==> config.mk <==
export PLATFORM = sky130hd
export DESIGN_NAME = fx_div_seq
export DESIGN_NICKNAME = d
export VERILOG_FILES = /design/src/rtl/watchdog_pkg.sv /design/src/rtl/fx_div_step.sv /design/src/rtl/fx_div_seq.sv
export SDC_FILE = /design/constraint.sdc
export NUM_CORES = 1
export LEC_CHECK = 0
export ABC_AREA = 1
export ABC_CLOCK_PERIOD_IN_PS = 2500
export CAP_MARGIN = 30
export CORE_AREA = 2 2 187 189
export CTS_CLUSTER_SIZE = 40
export DETAILED_ROUTE_END_ITERATION = 8
export DIE_AREA = 0 0 189 191
export DONT_BUFFER_PORTS = 1
export PLACE_DENSITY = 0.68
export SETUP_SLACK_MARGIN = 0.3
export SLEW_MARGIN = 20
export SYNTH_ARGS = -nofsm -noshare
export SYNTH_HDL_FRONTEND = slang
export SYNTH_SLANG_ARGS = --single-unit
export TNS_END_PERCENT = 5
==> constraint.sdc <==
create_clock -name clk -period 2.5 [get_ports clk]
set_input_delay 0.25 -clock clk [delete_from_list [all_inputs] [get_ports clk]]
set_output_delay 0.25 -clock clk [all_outputs]
set_load 0.03 [all_outputs]
==> src/rtl/watchdog_pkg.sv <==
// Shared definitions for the watchdog datapath.
// Holds the divider FSM state type and the default Q-format constants
// used by fx_div_seq and its callers.
package watchdog_pkg;

  typedef enum logic [2:0] {
    S_IDLE  = 3'd0,
    S_CHECK = 3'd1,
    S_DIV   = 3'd2,
    S_SIGN  = 3'd3,
    S_DONE  = 3'd4
  } st_div_t;

  localparam int DEF_W = 32;
  localparam int DEF_F = 16;

  // Q16.16 reference points for the default word
  localparam logic [DEF_W-1:0] QF_ONE = DEF_W'(1) << DEF_F;
  localparam logic [DEF_W-1:0] QF_MAX = {1'b0, {(DEF_W-1){1'b1}}};
  localparam logic [DEF_W-1:0] QF_MIN = {1'b1, {(DEF_W-1){1'b0}}};

endpackage

==> src/rtl/fx_div_step.sv <==
// Single restoring division step (combinational).
// Ports:
//   rem_in  - partial remainder before the step (always < divisor)
//   bit_in  - next dividend bit shifted in at the LSB
//   divisor - unsigned divisor magnitude
//   rem_out - partial remainder after the conditional subtract
//   q_bit   - quotient bit produced by this step
module fx_div_step #(
  parameter int RW = 48,
  parameter int DW = 32
) (
  input  logic [RW-1:0] rem_in,
  input  logic          bit_in,
  input  logic [DW-1:0] divisor,
  output logic [RW-1:0] rem_out,
  output logic          q_bit
);

  logic [RW:0]   shifted;
  logic [RW-1:0] div_lo;

  // One extra bit on the compare so a divisor of 2^(DW-1) cannot wrap.
  assign shifted = {rem_in, bit_in};
  assign div_lo  = RW'(divisor);
  assign q_bit   = (shifted >= {1'b0, div_lo});
  // The true difference is below the divisor, so dropping the top bit is exact.
  assign rem_out = q_bit ? (shifted[RW-1:0] - div_lo) : shifted[RW-1:0];

endmodule

==> src/rtl/fx_div_seq.sv <==
// Sequential signed fixed-point divider, quot = num / den in Q(W-F).F.
// Restoring long division, one quotient bit per clock, truncating toward
// zero and saturating to the signed W-bit range.
// Ports:
//   clk, rst_n         - clock, synchronous active-low reset
//   start_calc         - request, accepted only when idle
//   num_in, den_in     - signed operands, latched on acceptance
//   busy               - high whenever not idle
//   done               - one-cycle completion pulse
//   quot_out           - registered quotient, held until the next result
//   invalid            - divide by zero, valid with done
//   sat                - result saturated, valid with done
module fx_div_seq
  import watchdog_pkg::*;
#(
  parameter int W = DEF_W,
  parameter int F = DEF_F
) (
  input  logic         clk,
  input  logic         rst_n,
  input  logic         start_calc,
  input  logic [W-1:0] num_in,
  input  logic [W-1:0] den_in,
  output logic         busy,
  output logic         done,
  output logic [W-1:0] quot_out,
  output logic         invalid,
  output logic         sat
);

  localparam int QW = W + F;
  localparam int CW = $clog2(W + F + 1);

  localparam logic [QW-1:0] POS_LIM = (QW'(1) << (W - 1)) - QW'(1);
  localparam logic [QW-1:0] NEG_LIM = QW'(1) << (W - 1);
  localparam logic [W-1:0]  RES_MAX = {1'b0, {(W-1){1'b1}}};
  localparam logic [W-1:0]  RES_MIN = {1'b1, {(W-1){1'b0}}};

  // Magnitude of a two's complement word; -2^(W-1) maps to 2^(W-1).
  function automatic logic [W-1:0] mag(input logic [W-1:0] v);
    return v[W-1] ? -v : v;
  endfunction

  // Returns {sat, result} from the unsigned quotient and result sign.
  function automatic logic [W:0] sat_result(input logic neg, input logic [QW-1:0] q);
    if (!neg && (q > POS_LIM)) return {1'b1, RES_MAX};
    if (neg && (q > NEG_LIM))  return {1'b1, RES_MIN};
    return {1'b0, neg ? -q[W-1:0] : q[W-1:0]};
  endfunction

  st_div_t       state_q, state_d;
  logic [W-1:0]  num_q, num_d;
  logic [W-1:0]  den_q, den_d;
  logic [W-1:0]  dmag_q, dmag_d;
  logic          sign_q, sign_d;
  logic [QW-1:0] dvd_q, dvd_d;
  logic [QW-1:0] rem_q, rem_d;
  logic [QW-1:0] quo_q, quo_d;
  logic [CW-1:0] cnt_q, cnt_d;
  logic [W-1:0]  quot_q, quot_d;
  logic          inv_q, inv_d;
  logic          sat_q, sat_d;

  logic [QW-1:0] step_rem;
  logic          step_bit;
  logic [W:0]    fin;

  fx_div_step #(.RW(QW), .DW(W)) u_step (
    .rem_in  (rem_q),
    .bit_in  (dvd_q[QW-1]),
    .divisor (dmag_q),
    .rem_out (step_rem),
    .q_bit   (step_bit)
  );

  assign fin = sat_result(sign_q, quo_q);

  always_ff @(posedge clk) begin
    if (!rst_n) begin
      state_q <= S_IDLE;
      num_q   <= '0;
      den_q   <= '0;
      dmag_q  <= '0;
      sign_q  <= 1'b0;
      dvd_q   <= '0;
      rem_q   <= '0;
      quo_q   <= '0;
      cnt_q   <= '0;
      quot_q  <= '0;
      inv_q   <= 1'b0;
      sat_q   <= 1'b0;
    end else begin
      state_q <= state_d;
      num_q   <= num_d;
      den_q   <= den_d;
      dmag_q  <= dmag_d;
      sign_q  <= sign_d;
      dvd_q   <= dvd_d;
      rem_q   <= rem_d;
      quo_q   <= quo_d;
      cnt_q   <= cnt_d;
      quot_q  <= quot_d;
      inv_q   <= inv_d;
      sat_q   <= sat_d;
    end
  end

  always_comb begin
    state_d = state_q;
    num_d   = num_q;
    den_d   = den_q;
    dmag_d  = dmag_q;
    sign_d  = sign_q;
    dvd_d   = dvd_q;
    rem_d   = rem_q;
    quo_d   = quo_q;
    cnt_d   = cnt_q;
    quot_d  = quot_q;
    inv_d   = inv_q;
    sat_d   = sat_q;
    unique case (state_q)
      S_IDLE: begin
        if (start_calc) begin
          num_d   = num_in;
          den_d   = den_in;
          inv_d   = 1'b0;
          sat_d   = 1'b0;
          state_d = S_CHECK;
        end
      end
      S_CHECK: begin
        if (den_q == '0) begin
          quot_d  = '0;
          inv_d   = 1'b1;
          sat_d   = 1'b0;
          state_d = S_DONE;
        end else begin
          sign_d  = num_q[W-1] ^ den_q[W-1];
          dmag_d  = mag(den_q);
          dvd_d   = {mag(num_q), {F{1'b0}}};
          rem_d   = '0;
          quo_d   = '0;
          cnt_d   = '0;
          state_d = S_DIV;
        end
      end
      S_DIV: begin
        rem_d = step_rem;
        quo_d = {quo_q[QW-2:0], step_bit};
        dvd_d = dvd_q << 1;
        cnt_d = cnt_q + CW'(1);
        if (cnt_q == CW'(QW - 1)) state_d = S_SIGN;
      end
      S_SIGN: begin
        sat_d   = fin[W];
        quot_d  = fin[W-1:0];
        state_d = S_DONE;
      end
      S_DONE: state_d = S_IDLE;
      default: state_d = S_IDLE;
    endcase
  end

  assign busy     = (state_q != S_IDLE);
  assign done     = (state_q == S_DONE);
  assign quot_out = quot_q;
  assign invalid  = inv_q;
  assign sat      = sat_q;

endmodule

==> run summary <==
By area the synthesized netlist is led by dfxtp_1, nand2_1, inv_1, a21oi_1, nand3_1. The congestion estimate from routability-driven global placement came to 0.949. Yosys mapped a number of flops with a built-in enable equal to 0.

The run gives 3,135 as the cell count after placement. The run finished with clean final reports. Summed over all cells, the static leakage comes to 9.23 nW.

The number of vias per cell is 5.39, and the cell depth of the worst hold path is 2. Clock skew on the completed layout was measured at 21.9 ps. The logs give 3,226 for the final-layout fill cell count and 36,100 um2 for the full die area.

Share of synthesized registers carrying an async set or reset: 0. The maximum number of pins on one net before global-route repair is 96. The fraction of final layout cells sized beyond drive strength 1 works out to 0.121.

After clock tree synthesis, the clock-pin slew on the worst setup and hold paths is 60 ps. The worst min-delay path category is in -> reg. The worst hold endpoint is quo_q[30]. The run gives 0 as the overall overflow remaining after global route. The run gives 30 as the number of buffers added by the clock tree synthesis step.

Detailed placement ended at an HPWL of 36.5 mm. The number of storage elements in the synthesis netlist came out at 268. The total global routing track utilization is 0.281, and the number of standard cells after synthesis is 2,745. The run gives 0.319 as the share of the yosys chip area belonging to registers.

The first detailed-routing pass ran for 6 iterations. The sequential cells in the finished layout cover a total of 5390 um2. In the synthesized netlist the dominant register cell turns out to be dfxtp_1. The worst setup path is launched from a flop.

Along the worst path, the maximum fanout reaches 14. Each instance of the synthesized netlist takes up on average 6.13 um2. Yosys mapped the design onto 46 distinct sky130hd cell types. The run gives 0 as the initial antenna violation count.

The final layout contains routed wiring with a total length of 52.6 mm. For the pin with the worst max-slew slack, the measured transition is 635 ps. The number of maximum-capacitance violations was 0; the initial cell density of the core was 0.493. TritonCTS built the clock tree. Clock latency on the worst-skew pair, taken at its later pin, is 570 ps.

The count of synthesis-stage warnings from yosys is 0, and the area used by multi-input combinational logic is 10,300 um2. Largest vdd supply drop: 2.52 mV. Fraction of synthesized cell area taken by the top area cell type: 0.319. The tools report the final-report max-slew violation count as 0. For this run, the post-layout net count is 2,915. Setup repair after global routing could not meet its margin everywhere. The H-tree depth reported by CTS was 1.

The nature of the critical path endpoint was a flop. The clock passes through at most 3 buffers. Width of the chip: 189 um.

The clock net in this run drives a total of 268 sinks. Based on the critical path, the design can be clocked at up to 0.457 GHz. The tools report the utilization after layout as 0.595. The tools report the startpoint of the most critical register-to-register path as rem_q[27]. The worst setup path is of the reg -> reg kind. Measured along the y axis, the die boundary spans 191 um. The worst hold path begins at rst_n. Counting instances in the post-synthesis netlist gives the leading cell types as nand2_1, inv_1, dfxtp_1. After detailed routing, the average wire length per cell comes to 16.0 um.

For the normalized max-slew margin, the log shows 0.576. The buffer type at the clock tree root is clkbuf_16. The number of cell instances on the worst register-to-register path was 14; the part of the cycle the worst path needs was 0.876. Counting I/O delays and the setup requirement, the final critical path takes 2190 ps. The tools report the number of global-route vias before repair as 16.4k.

In this run the critical register-to-register path is captured at rem_q[13]. At the worst endpoint, the arrival time is 2680 ps. Endpoint required time on the critical path: 2990 ps. From synthesis to final layout, the design area changed by 20.6%. The detail route stage leaves a number of antenna-violating nets equal to 0. The DRC violations left is 0. Counting every net in the synthesized netlist gives 2,849. dfxtp_1 takes more of the synthesized area than any other cell. The final hold violation count is 0. nand2_1 is the most common cell in the netlist. Dividing total power by cell area gives a power density of 1710 nW/um2. The logs give 83.2 mm for the wire length of the first global-routing pass and 16,800 um2 for the combined area of all synthesized cells.

Setup violations remaining at the end of the flow were counted as 0. Register-to-register setup slack: 310 ps. The logs give 68 for the number of standard-cell rows in the floorplan and 34,100 um2 for the area inside the core boundary. Once layout is complete, the cells apart from fillers number 3,289. During placement, the flow inserted port buffers numbering 0. For the iteration-0 DRC count of the detailed router, the log shows 1,401. The antenna diode count was 0.

For the routed via count, the log shows 17.7k. 103 I/O pins were placed.
==> worst max path at each step <==
| stage | startpoint | endpoint | slack, ps | cells after the start |
|---|---|---|---|---|
| finish | rem_q[27] | rem_q[13] | 310 | 14 |
| global route | dvd_q[47] | rem_q[32] | 180 | 16 |
| detailed placement | dvd_q[47] | rem_q[32] | -60 | 16 |
| floorplan | dvd_q[47] | rem_q[32] | 500 | 16 |
| CTS | dvd_q[47] | rem_q[32] | 270 | 16 |
| global placement | dvd_q[47] | rem_q[32] | 20 | 16 |
==> critical path, cell delays in order (launching register included) <==
cell     delay [ps]
dfxtp_1         400
ha_4            250
nand2_1          60
nand2_1         130
a21oi_2         180
o21ai_2          80
inv_1            70
nand2_2          70
nor2_4          170
nand2_8         120
buf_12          150
buf_16          140
nand2_1          60
nand3_1          80
a21oi_1         150
==> state kept, by name (all words and copies together) (netlist names) <==
name	count
cnt_q	6
den_q	32
dmag_q	32
dvd_q	32
invalid	1
num_q	32
quo_q	48
quot_out	32
rem_q	48
sat	1
sign_q	1
state_q	3
==> power breakdown <==
| group | internal [W] | switching, W | leakage [nW] |
|---|---|---|---|
| Combinational | 0.00951 | 0.0149 | 6.49 |
| Clock | 0.00308 | 0.00183 | 0.553 |
| Sequential | 0.00481 | 0.000578 | 2.19 |
| Total | 0.0174 | 0.0174 | 9.23 |
==> kinds of logic (layout without fill, tap and decap cells) <==
family | Yosys count | count (layout) | synth area share
AND/OR/NAND/NOR | 1441 | 1441 | 0.361
buffers and inverters | 488 | 577 | 0.117
AO/OA/AOI/OAI | 437 | 437 | 0.138
flip-flops | 268 | 268 | 0.319
XOR/XNOR | 74 | 74 | 0.0385
adder cells (fa/ha/maj) | 37 | 37 | 0.0279
==> timing repair <==
action,CTS,global route
setup buffers,8,16
endpoints found under the hold margin,100,0
hold buffers,71,0
gates resized for setup,80,115
endpoints found under the setup margin,128,176
pin swaps,13,30
cloned,2,2
==> metal layers <==
layer / vias to the layer above / part of all wire / GRT usage
met1: 8166 / 0.45 / 0.377
met5: - / 0 / 0
met4: 0 / 0.034 / 0.0983
met2: 628 / 0.46 / 0.468
li1: 8828 / - / -
met3: 122 / 0.063 / 0.0321
==> cells in the final DEF (no fill, tap or decap), drive strengths merged, types with 42 or more instances in the layout <==
| cell type | count |
|---|---|
| dlygate4sd3 | 70 |
| o21ai | 145 |
| buf | 76 |
| nand3 | 222 |
| nand2 | 877 |
| nor2 | 250 |
| xor2 | 55 |
| a21oi | 262 |
| clkbuf | 42 |
| dfxtp | 268 |
| inv | 372 |
==> through the flow <==
| stage | TNS, ps | instance area, um2 | power (W) | setup WS [ps] | hold WS, ps |
|---|---|---|---|---|---|
| 6_report | 0 | 20300 | 0.0348 | 310 | 12.9 |
| 5_1_grt | 0 | 20300 | 0.0373 | 181 | 24.1 |
| 4_1_cts | 0 | 19800 | 0.0332 | 268 | 2.31 |
| 3_5_place_dp | -87.2 | 17300 | 0.0253 | -60.0 | 391 |
| 3_3_place_gp | 0 | 17300 | 0.0252 | 20.9 | 389 |
| 2_1_floorplan | 0 | 16800 | 0.0203 | 501 | 385 |
==> cell type report <==
class | instances | share of cell area
clock buffer | 41 | 0.0435
timing repair buffer | 147 | 0.0759
tap | 455 | 0.0280
multi-input combinational | 1989 | 0.506
timing repair inverter | 1 | 0.000370
inverter | 374 | 0.0698
clock inverter | 14 | 0.0110
sequential | 268 | 0.266
Power figures use the tool's default switching activity.
